File: src/rtl/period_scheduler.sv
// period_scheduler: sequences an external prescaler counter chain, counting its
// terminal carries and pulsing done after the commanded number of periods.
// Optional macro PERIOD_RELOAD_EN: reload and loop instead of stopping after each command.
`default_nettype none

module period_scheduler #(
  parameter int W = 8
) (
  input  logic         clock_i,
  input  logic         reset_i,
  input  logic         start_i,
  input  logic [W-1:0] periods_i,
  input  logic         hold_i,
  input  logic         abort_i,
  input  logic         eu_i,
  output logic         ei_o,
  output logic         busy_o,
  output logic         done_o,
  output logic [W-1:0] remaining_o
);

  localparam logic [1:0] S_IDLE = 2'd0;
  localparam logic [1:0] S_RUN  = 2'd1;
  localparam logic [1:0] S_DONE = 2'd2;

  logic [1:0]   state_q, state_d;
  logic         ei_q, ei_d;
  logic         busy_q, busy_d;
  logic         done_q, done_d;
  logic [W-1:0] rem_q, rem_d;

  logic w_carry;
  logic w_last;
  logic w_zero_cmd;

  // A carry only counts when the chain was actually enabled in that cycle.
  assign w_carry    = eu_i & ei_q;
  assign w_last     = (rem_q == W'(1));
  assign w_zero_cmd = (periods_i == '0);

`ifdef PERIOD_RELOAD_EN
  logic [W-1:0] periods_q;

  always_ff @(posedge clock_i) begin
    if (reset_i) begin
      periods_q <= '0;
    end else if (state_q == S_IDLE && start_i) begin
      periods_q <= periods_i;
    end
  end
`endif

  always_ff @(posedge clock_i) begin
    if (reset_i) begin
      state_q <= S_IDLE;
      ei_q    <= 1'b0;
      busy_q  <= 1'b0;
      done_q  <= 1'b0;
      rem_q   <= '0;
    end else begin
      state_q <= state_d;
      ei_q    <= ei_d;
      busy_q  <= busy_d;
      done_q  <= done_d;
      rem_q   <= rem_d;
    end
  end

  always_comb begin
    state_d = state_q;
    case (state_q)
      S_IDLE: begin
        if (start_i) begin
          state_d = w_zero_cmd ? S_DONE : S_RUN;
        end
      end
      S_RUN: begin
        if (abort_i) begin
          state_d = S_IDLE;
        end else if (w_carry && w_last) begin
`ifdef PERIOD_RELOAD_EN
          state_d = S_RUN;
`else
          state_d = S_DONE;
`endif
        end
      end
      S_DONE:  state_d = S_IDLE;
      default: state_d = S_IDLE;
    endcase
  end

  always_comb begin
    ei_d   = 1'b0;
    done_d = 1'b0;
    rem_d  = rem_q;
    busy_d = (state_d != S_IDLE);
    case (state_q)
      S_IDLE: begin
        if (start_i) begin
          rem_d  = periods_i;
          ei_d   = ~w_zero_cmd;
          done_d = w_zero_cmd;
        end
      end
      S_RUN: begin
        if (abort_i) begin
          rem_d = '0;
        end else if (w_carry && w_last) begin
          done_d = 1'b1;
`ifdef PERIOD_RELOAD_EN
          rem_d  = periods_q;
          ei_d   = 1'b1;
`else
          rem_d  = '0;
`endif
        end else begin
          ei_d = ~hold_i;
          if (w_carry) begin
            rem_d = rem_q - W'(1);
          end
        end
      end
      default: begin
        ei_d = 1'b0;
      end
    endcase
  end

  assign ei_o        = ei_q;
  assign busy_o      = busy_q;
  assign done_o      = done_q;
  assign remaining_o = rem_q;

endmodule

`default_nettype wire

File: config.mk
export PLATFORM = sky130hd
export DESIGN_NAME = period_scheduler
export DESIGN_NICKNAME = d
export VERILOG_FILES = /design/src/rtl/period_scheduler.sv
export SDC_FILE = /design/constraint.sdc
export NUM_CORES = 1
export LEC_CHECK = 0
export ABC_CLOCK_PERIOD_IN_PS = 2000
export BUFFER_PORTS_ARGS = -buffer_cell sky130_fd_sc_hd__buf_2
export CAP_MARGIN = 20
export CORE_MARGIN = 1
export CORE_UTILIZATION = 30
export CTS_CLUSTER_SIZE = 24
export DETAILED_ROUTE_END_ITERATION = 8
export SLEW_MARGIN = 20
export SYNTH_ARGS = -nofsm -noshare
export SYNTH_HDL_FRONTEND = slang
export SYNTH_SLANG_ARGS = --single-unit
File: constraint.sdc
create_clock -name clock_i -period 2 [get_ports clock_i]
set_input_delay 0.6 -clock clock_i [delete_from_list [all_inputs] [get_ports clock_i]]
set_output_delay 0.6 -clock clock_i [all_outputs]
set_load 0.03 [all_outputs]
# Yosys cells after proc, flatten, opt, wreduce, memory -nomap -nowiden

Index checks and enable logic that the tools add are counted.
Widths: inputs -> output; s select.

Register bits after elaboration: 13
Bits of input ports: 14
Output and inout bits: 11

$add $sub $neg: 1
Equal/unequal tests: 4
Muxes and demuxes: 18
Bitwise logic cells: 3
Reduce and logical (&&, ||, !) cells: 6

Operators with widths:

| kind                | count |
|---|---|
| $mux 8              | 4 |
| $pmux 8 s2          | 1 |
| $eq 8x1->1 const B  | 1 |
| $logic_not 8->1     | 1 |
| $mux 2              | 4 |
| $sub 8x1->8 const B | 1 |
| $mux 1              | 6 |
| $ne 4x4->1 const B  | 1 |
| $pmux 1 s2          | 2 |
| $pmux 2 s2          | 1 |
| $reduce_bool 2->1   | 2 |
| $reduce_and 3->1    | 1 |
| $eq 2x1->1 const B  | 1 |
| $logic_not 2->1     | 1 |
| $ne 2x2->1 const B  | 1 |
| $not 1->1           | 2 |
| $and 1x1->1         | 1 |
| $logic_and 1x1->1   | 1 |

# Depth between registers and ports, before layout

Gate-level depths: netlist (run 1).

Depth in word-level cells: 6
Depth in mapped cells: 6
Mapped depth without buffers: 6

# Worst setup path before layout (run 1)

No wires, ideal clock.

Kind: register to register
Start: reg rem_q[0] (netlist: remaining_o[0])
End: reg rem_q[4] (netlist: remaining_o[4])
Library setup time: 0.071 ns
Arrival: 1.738 ns
Setup slack: 0.191 ns
Stages on the path, launching flop included: 7
Period minus slack after synthesis: 1.809 ns
Path through: dfxtp_1 inv_1 ha_1 or4b_4 a2111oi_2 o21ai_1 a21oi_1

Longest elaborated chain between the ends: 5
Elaborated cells between the ends (all ways): 9

RTL lines:

| element                                            | RTL line | RTL |
|---|---|---|
| start, declared                                    | 30       | `logic [W-1:0] rem_q, rem_d;` |
| start signal, assigned                             | 65       | `rem_q <= rem_d;` |
| $sub 8x1->8 / $eq 8x1->1 (equally long branches)   | 120, 38  |  |
| $mux 8 / $logic_and 1x1->1 (equally long branches) | 119, 109 |  |
| $mux 8                                             | 109      | `end else if (w_carry && w_last) begin` |
| $mux 8                                             | 107      | `if (abort_i) begin` |
| $pmux 8 s2                                         | 98       | `case (state_q)` |

Parallel ways exist; a longest one is shown, timed or not. The select of a mux whose other input is x is not followed.
A chain may end at the register's enable or synchronous reset.

# Worst setup path after layout (run 1)

Ends and elaborated chain as after synthesis.

==> results.cfg, run 1 <==
[die]
standard_cell_core_area_um2 = 2545
die_height_um = 54.51
die-area_um2 = 2971
pin_count = 25
start_util_pct = 32.50
core.rowCount = 18
die_x_um = 54.51

[min_path]
min-delay-path-class = flip-flop to flip-flop

[timing]
final.period_utilization_pct = 92.39
final.setup.worst_slack_ps = 152.2
setup_violations = 0
worst_slew_pin_slew_ps = 496.2
maxSlewViolCount = 0
report.final.hold_viol_count = 0
setup_repair_after_global_routing_missed_its_margin = no
timing.slew.headroom_pct = 66.85
final.setup_skew_ps = 7.063
max_freq_mhz = 541.2
timing.setup.tns_ps = 0
post-route-min-period_ps = 1848

[setup_path]
cpLargestDelayFamily = compound AO/OA/AOI/OAI gates
max_stage_delay_ps = 470
cp_cell_sequence = inv_1 > ha_1 > or4b_4 > a2111oi_2 > o21ai_1 > a21oi_1
data_arrival_time_at_the_worst_slack_endpoint_ps = 2070
critical_path_required_ps = 2220
worstSetupEndpointType = flip-flop
timing.critical_path.buf_inv = 1
cp_max_fo = 5
crit_slowest_cell = sky130_fd_sc_hd__or4b_4
critical_path_class = flip-flop to flip-flop
worst_setup_path_start_kind = flip-flop

[finish]
syn_to_final_growth_pct = 23.90
layout.nets = 140
drive_above_1_share_pct = 34.15
n_fill_cell = 270
final_cell_area_um2 = 1025
antennaDiodeCount = 0

[grt]
met3_usage_pct = 3.889
grt_start_max_net_pins = 13
gr-usage-met1_pct = 24.83
antenna_found_initial = 0
grtUsageMet2_pct = 24.19
global_route.usage.total_pct = 17.89
globalRouteOverflowTotal = 0
grt_pass1_vias = 785
first_pass_grt_wire_length_um = 3677
gr-max-usage-layer = met1

[route]
route.vias.total = 884
first_iter_violations = 31
first_pass_iters = 4
route.detailed.drc = 0
antenna_violating_nets_post_route = 0
vias_per_cell = 5.778
wl_per_cell_um = 14.58
routed_wl_um = 2231

[synthesis]
post_synth.cell_area_avg_um2 = 8.893
yosys_warnings = 0
synthArstFlopShare_pct = 0
synthesis.nets = 109
postSynthCellCount = 93
synth-seq-area-share_pct = 31.47
postSynthRegisterBits = 13
ys_dominant_reg_cell = sky130_fd_sc_hd__dfxtp_1
syn_area_um2 = 827.0
synth_enable_flop_cells = 0
synth.distinct_cells = 38

[power]
p_per_area_nw_per_um2 = 686.9
p_leak_nw = 0.4199
irDropWorstVdd_v = 0.0003115
design_power_total_uw = 703.9

[clocking]
cts.path.max_buffers = 2
worstSkewPairLatency_ps = 280
cts-hold-fix-buffers = 0
cts_repair_resize_count = 0
ctsHtreeMaxLevel = 1
clock_root_buffer_master = sky130_fd_sc_hd__clkbuf_4
clkSinkCount = 13
worst_setup_hold_path_clk_slew_ps = 90
tritoncts = done
numCtsBuffers = 3
postCtsSetupRepairBufs = 0

[placed_design]
hpwlAfterDp_um = 1687
buffer_ports.inserted = 24
place_ws_ps = 78.73
routabilityCongestion = 0.8546
place_area_um2 = 998.5

[flow_run]
drv_cap = 0

[run_status]
status = complete, no violations
## final cells by class
type	instances	area (um^2)	share of cell area (%)
Clock buffer	4	26.28	2.564
Inverter	4	15.01	1.465
Multi-Input combinational cell	72	520.5	50.79
Sequential cell	13	260.3	25.40
Tap cell	30	37.54	3.663
Timing Repair Buffer	30	165.2	16.12
## metal layers
layer | routed length [um] | part of all wire [%]
met5 | 0 | 0
met4 | 64 | 2.9
met3 | 198 | 8.9
met2 | 935 | 42
met1 | 1032 | 46
## cell usage after synthesis, types with 2 or more instances
cell	number	area, um^2
sky130_fd_sc_hd__nor2b_1	4	25.02
sky130_fd_sc_hd__dfxtp_1	13	260.3
sky130_fd_sc_hd__a211o_1	2	17.52
sky130_fd_sc_hd__buf_6	2	22.52
sky130_fd_sc_hd__nor3_1	3	15.01
sky130_fd_sc_hd__inv_1	4	15.01
sky130_fd_sc_hd__a32oi_1	2	17.52
sky130_fd_sc_hd__a21oi_1	7	35.03
sky130_fd_sc_hd__nor3b_1	2	15.01
sky130_fd_sc_hd__a211oi_1	4	30.03
sky130_fd_sc_hd__nor2_1	9	33.78
sky130_fd_sc_hd__nand2_1	4	15.01
sky130_fd_sc_hd__a211oi_2	2	25.02
sky130_fd_sc_hd__a31oi_1	4	25.02
sky130_fd_sc_hd__o21ai_0	3	15.01
sky130_fd_sc_hd__or4_1	2	15.01
sky130_fd_sc_hd__o21a_1	2	15.01
sky130_fd_sc_hd__nand3_1	3	15.01
sky130_fd_sc_hd__ha_1	2	25.02
## cell usage in the layout, fill, tap and decap left out, drive strengths merged, types with 2 or more instances in the layout
master,n
nor3,3
or4,2
buf,30
a21oi,7
o21a,2
nor3b,2
nand2,4
o21ai,4
nor4,2
a211o,2
nand3,3
a32oi,2
a2111oi,2
a31oi,5
nor2,9
dfxtp,13
a211oi,6
ha,2
inv,4
clkbuf,4
nor2b,4
## worst min-delay path: stages (launching register included)
cell and delay, ps:
sky130_fd_sc_hd__dfxtp_1 340, sky130_fd_sc_hd__inv_1 100, sky130_fd_sc_hd__a211oi_1 70
## state kept, by name, indices dropped and copies added (netlist names)
signal       flops
remaining_o      8
state_q          2
done_o           1
ei_o             1
busy_o           1
## power by group
group	internal (mW)	leakage (nW)	switching [mW]	total (mW)
registers	0.278	0.107	0.0214	0.299
clock network	0.0775	0.0150	0.0942	0.172
logic	0.0929	0.298	0.140	0.233
## final timing paths
check              endpoint            from  depth (start not counted)  slack [ps]
min reg2reg  remaining_o[1]  remaining_o[1]                          2         560
max          remaining_o[4]  remaining_o[0]                          6         150
min          remaining_o[1]  remaining_o[1]                          2         560
max reg2reg  remaining_o[4]  remaining_o[0]                          6         150
## per-stage QoR
stage                     hold WS (ps)  std cells  util, %
final                            559.2        153    40.27
after global routing             587.0        153    40.27
after CTS                        557.1        153    40.27
after detailed placement         541.2        149    39.23
after global placement           554.1        149    39.23
after floorplan                  523.2         93        -
## logic make-up (layout without fill, tap and decap cells)
group	Yosys count	count (layout)	synth area share, %
buffers and inverters	8	38	5.596
AO/OA/AOI/OAI	33	33	31.92
AND/OR/NAND/NOR	37	37	27.99
flip-flops	13	13	31.47
adder cells (fa/ha/maj)	2	2	3.025
(Power assumes the default switching activity.)
==> run 2, diff against run 1 <==
--- a/config.mk
+++ b/config.mk
@@ -12,6 +12,7 @@
 export CORE_UTILIZATION = 30
 export CTS_CLUSTER_SIZE = 24
 export DETAILED_ROUTE_END_ITERATION = 8
+export RECOVER_POWER = 25
 export SLEW_MARGIN = 20
 export SYNTH_ARGS = -nofsm -noshare
 export SYNTH_HDL_FRONTEND = slang
==> run 2 against run 1 <==
First-iteration DRC count stayed put. Setup slack better by 16 ps. Non-clock buffer count stayed put. Critical endpoint unchanged. Sequential share of layout area is 0.25 points higher. Register-to-register slack better by 20 ps. Global-route usage stayed put. Design area is 0.98% lower. Flip-flop and latch count stayed put. Routed wire length is 1.7% lower. Sequential power hardly changed.
==> results.cfg, run 2 (synthesis gave the netlist of run 1 again) <==
[timing]
report.final.hold_viol_count = 0
final.setup_skew_ps = 7.782
setup_violations = 0
timing.setup.tns_ps = 0
post-route-min-period_ps = 1831
setup_repair_after_global_routing_missed_its_margin = no
timing.slew.headroom_pct = 66.68
worst_slew_pin_slew_ps = 498.7
max_freq_mhz = 546.1
maxSlewViolCount = 0
final.period_utilization_pct = 91.56
final.setup.worst_slack_ps = 168.7

[finish]
syn_to_final_growth_pct = 22.69
most-common-layout-cells = sky130_fd_sc_hd__buf_2, sky130_fd_sc_hd__dfxtp_1, sky130_fd_sc_hd__nor2_1
largest_register_ffs = 8
antennaDiodeCount = 0
multi_input_area_um2 = 520.5
layout.nets = 140
n_fill_cell = 273
ff_latch_area_um2 = 260.3
drive_above_1_share_pct = 29.27
leading_cell_type_in_the_layout_fill_and_taps_excluded = sky130_fd_sc_hd__buf_2

[setup_path]
cp_max_fo = 5
data_arrival_time_at_the_worst_slack_endpoint_ps = 2050
critical_path_class = flip-flop to flip-flop
worstSetupEndpointType = flip-flop
critical_path_required_ps = 2220
worst_setup_path_start_kind = flip-flop
crit_slowest_cell = sky130_fd_sc_hd__or4b_4
max_stage_delay_ps = 470
cp_cell_sequence = inv_1 > ha_1 > or4b_4 > a2111oi_2 > o21ai_1 > a21oi_1

[die]
die_height_um = 54.51
pin_count = 25
standard_cell_core_area_um2 = 2545
die_x_um = 54.51
core.rowCount = 18
die-area_um2 = 2971
start_util_pct = 32.50

[route]
routed_wl_um = 2194
first_iter_violations = 31
wl_per_cell_um = 14.34
route.vias.total = 866
route.detailed.drc = 0
vias_per_cell = 5.660
antenna_violating_nets_post_route = 0
first_pass_iters = 4

[clocking]
worstSkewPairLatency_ps = 290
cts.path.max_buffers = 2
clkSinkCount = 13
ctsHtreeMaxLevel = 1
worst_setup_hold_path_clk_slew_ps = 90
clock_root_buffer_master = sky130_fd_sc_hd__clkbuf_4
numCtsBuffers = 3
postCtsSetupRepairBufs = 0
cts_repair_resize_count = 0
tritoncts = done
cts-hold-fix-buffers = 0

[power]
clock_power_share_pct = 24.6
irDropWorstVdd_v = 0.0003106
power.share.sequential_pct = 42.7
p_per_area_nw_per_um2 = 690.7
pwr-share-comb_pct = 32.7
switching_power_as_a_share_of_total_power_pct = 36.46
power.switching_uw = 255.6
internal_power_uw = 445.3
p_leak_nw = 0.3981

[grt]
first_pass_grt_wire_length_um = 3677
antenna_found_initial = 0
grt_pass1_vias = 785
grt_start_max_net_pins = 13
globalRouteOverflowTotal = 0
global_route.usage.total_pct = 17.89

[min_path]
min-delay-path-class = flip-flop to flip-flop

[flow_run]
drv_cap = 0

[placed_design]
routabilityCongestion = 0.8546
place_ws_ps = 78.73
hpwlAfterDp_um = 1687
buffer_ports.inserted = 24

[run_status]
status = complete, no violations
-- run 2: cell types whose count changed in the layout (fill, tap and decap cells not counted) --
cell and change:
sky130_fd_sc_hd__buf_2 -5, sky130_fd_sc_hd__buf_4 -1, sky130_fd_sc_hd__clkbuf_1 +6
-- run 2: path summary, 6_finish.rpt --
path,start,end,cells past startpoint,slack (ps)
worst max-delay path,remaining_o[0],remaining_o[4],6,170
worst min-delay path,remaining_o[1],remaining_o[1],2,560
worst max register to register,remaining_o[0],remaining_o[4],6,170
worst min register to register,remaining_o[1],remaining_o[1],2,560
-- run 2: cell type report --
type,instances,area share [%]
Sequential cell,13,25.65
Multi-Input combinational cell,72,51.29
Timing Repair Buffer,30,15.29
Inverter,4,1.480
Clock buffer,4,2.589
Tap cell,30,3.699
-- run 2: power by group through the flow --
stage	clock (mW)	sequential (mW)	combinational (mW)
after floorplan	0	0.341	0.121
after global placement	0	0.305	0.232
after detailed placement	0	0.305	0.230
after CTS	0.175	0.299	0.232
after global routing	0.188	0.303	0.249
final	0.172	0.299	0.229
-- run 2: per-layer routing --
metal  up-vias  track usage, %  share of wire, %  routed length, um
met5         -               0                 0                  0
met4         0           11.97               2.9                 64
met3         6           3.889               7.8                172
met2        45           24.19                42                923
met1       390           24.83                47               1032
li1        425               -                 -                  -
-- run 2: per-stage QoR --
stage	total power [mW]	hold slack (ps)	instances	instance area [um^2]	util (%)
after global placement	0.5371	554.1	149	998.5	39.23
after global routing	0.7391	589.8	153	1015	39.87
after CTS	0.7058	557.1	153	1025	40.27
after floorplan	0.4625	523.2	93	827.0	-
after detailed placement	0.5352	541.2	149	998.5	39.23
final	0.7009	557.2	153	1015	39.87
-- run 2: critical path: cells and delay by family, from the launching register on --
| family | cells | cell delay, ps |
|---|---|---|
| simple gates | 1 | 470 |
| flops | 1 | 360 |
| compound gates | 3 | 580 |
| buf+inv | 1 | 150 |
| fa+ha+maj | 1 | 210 |
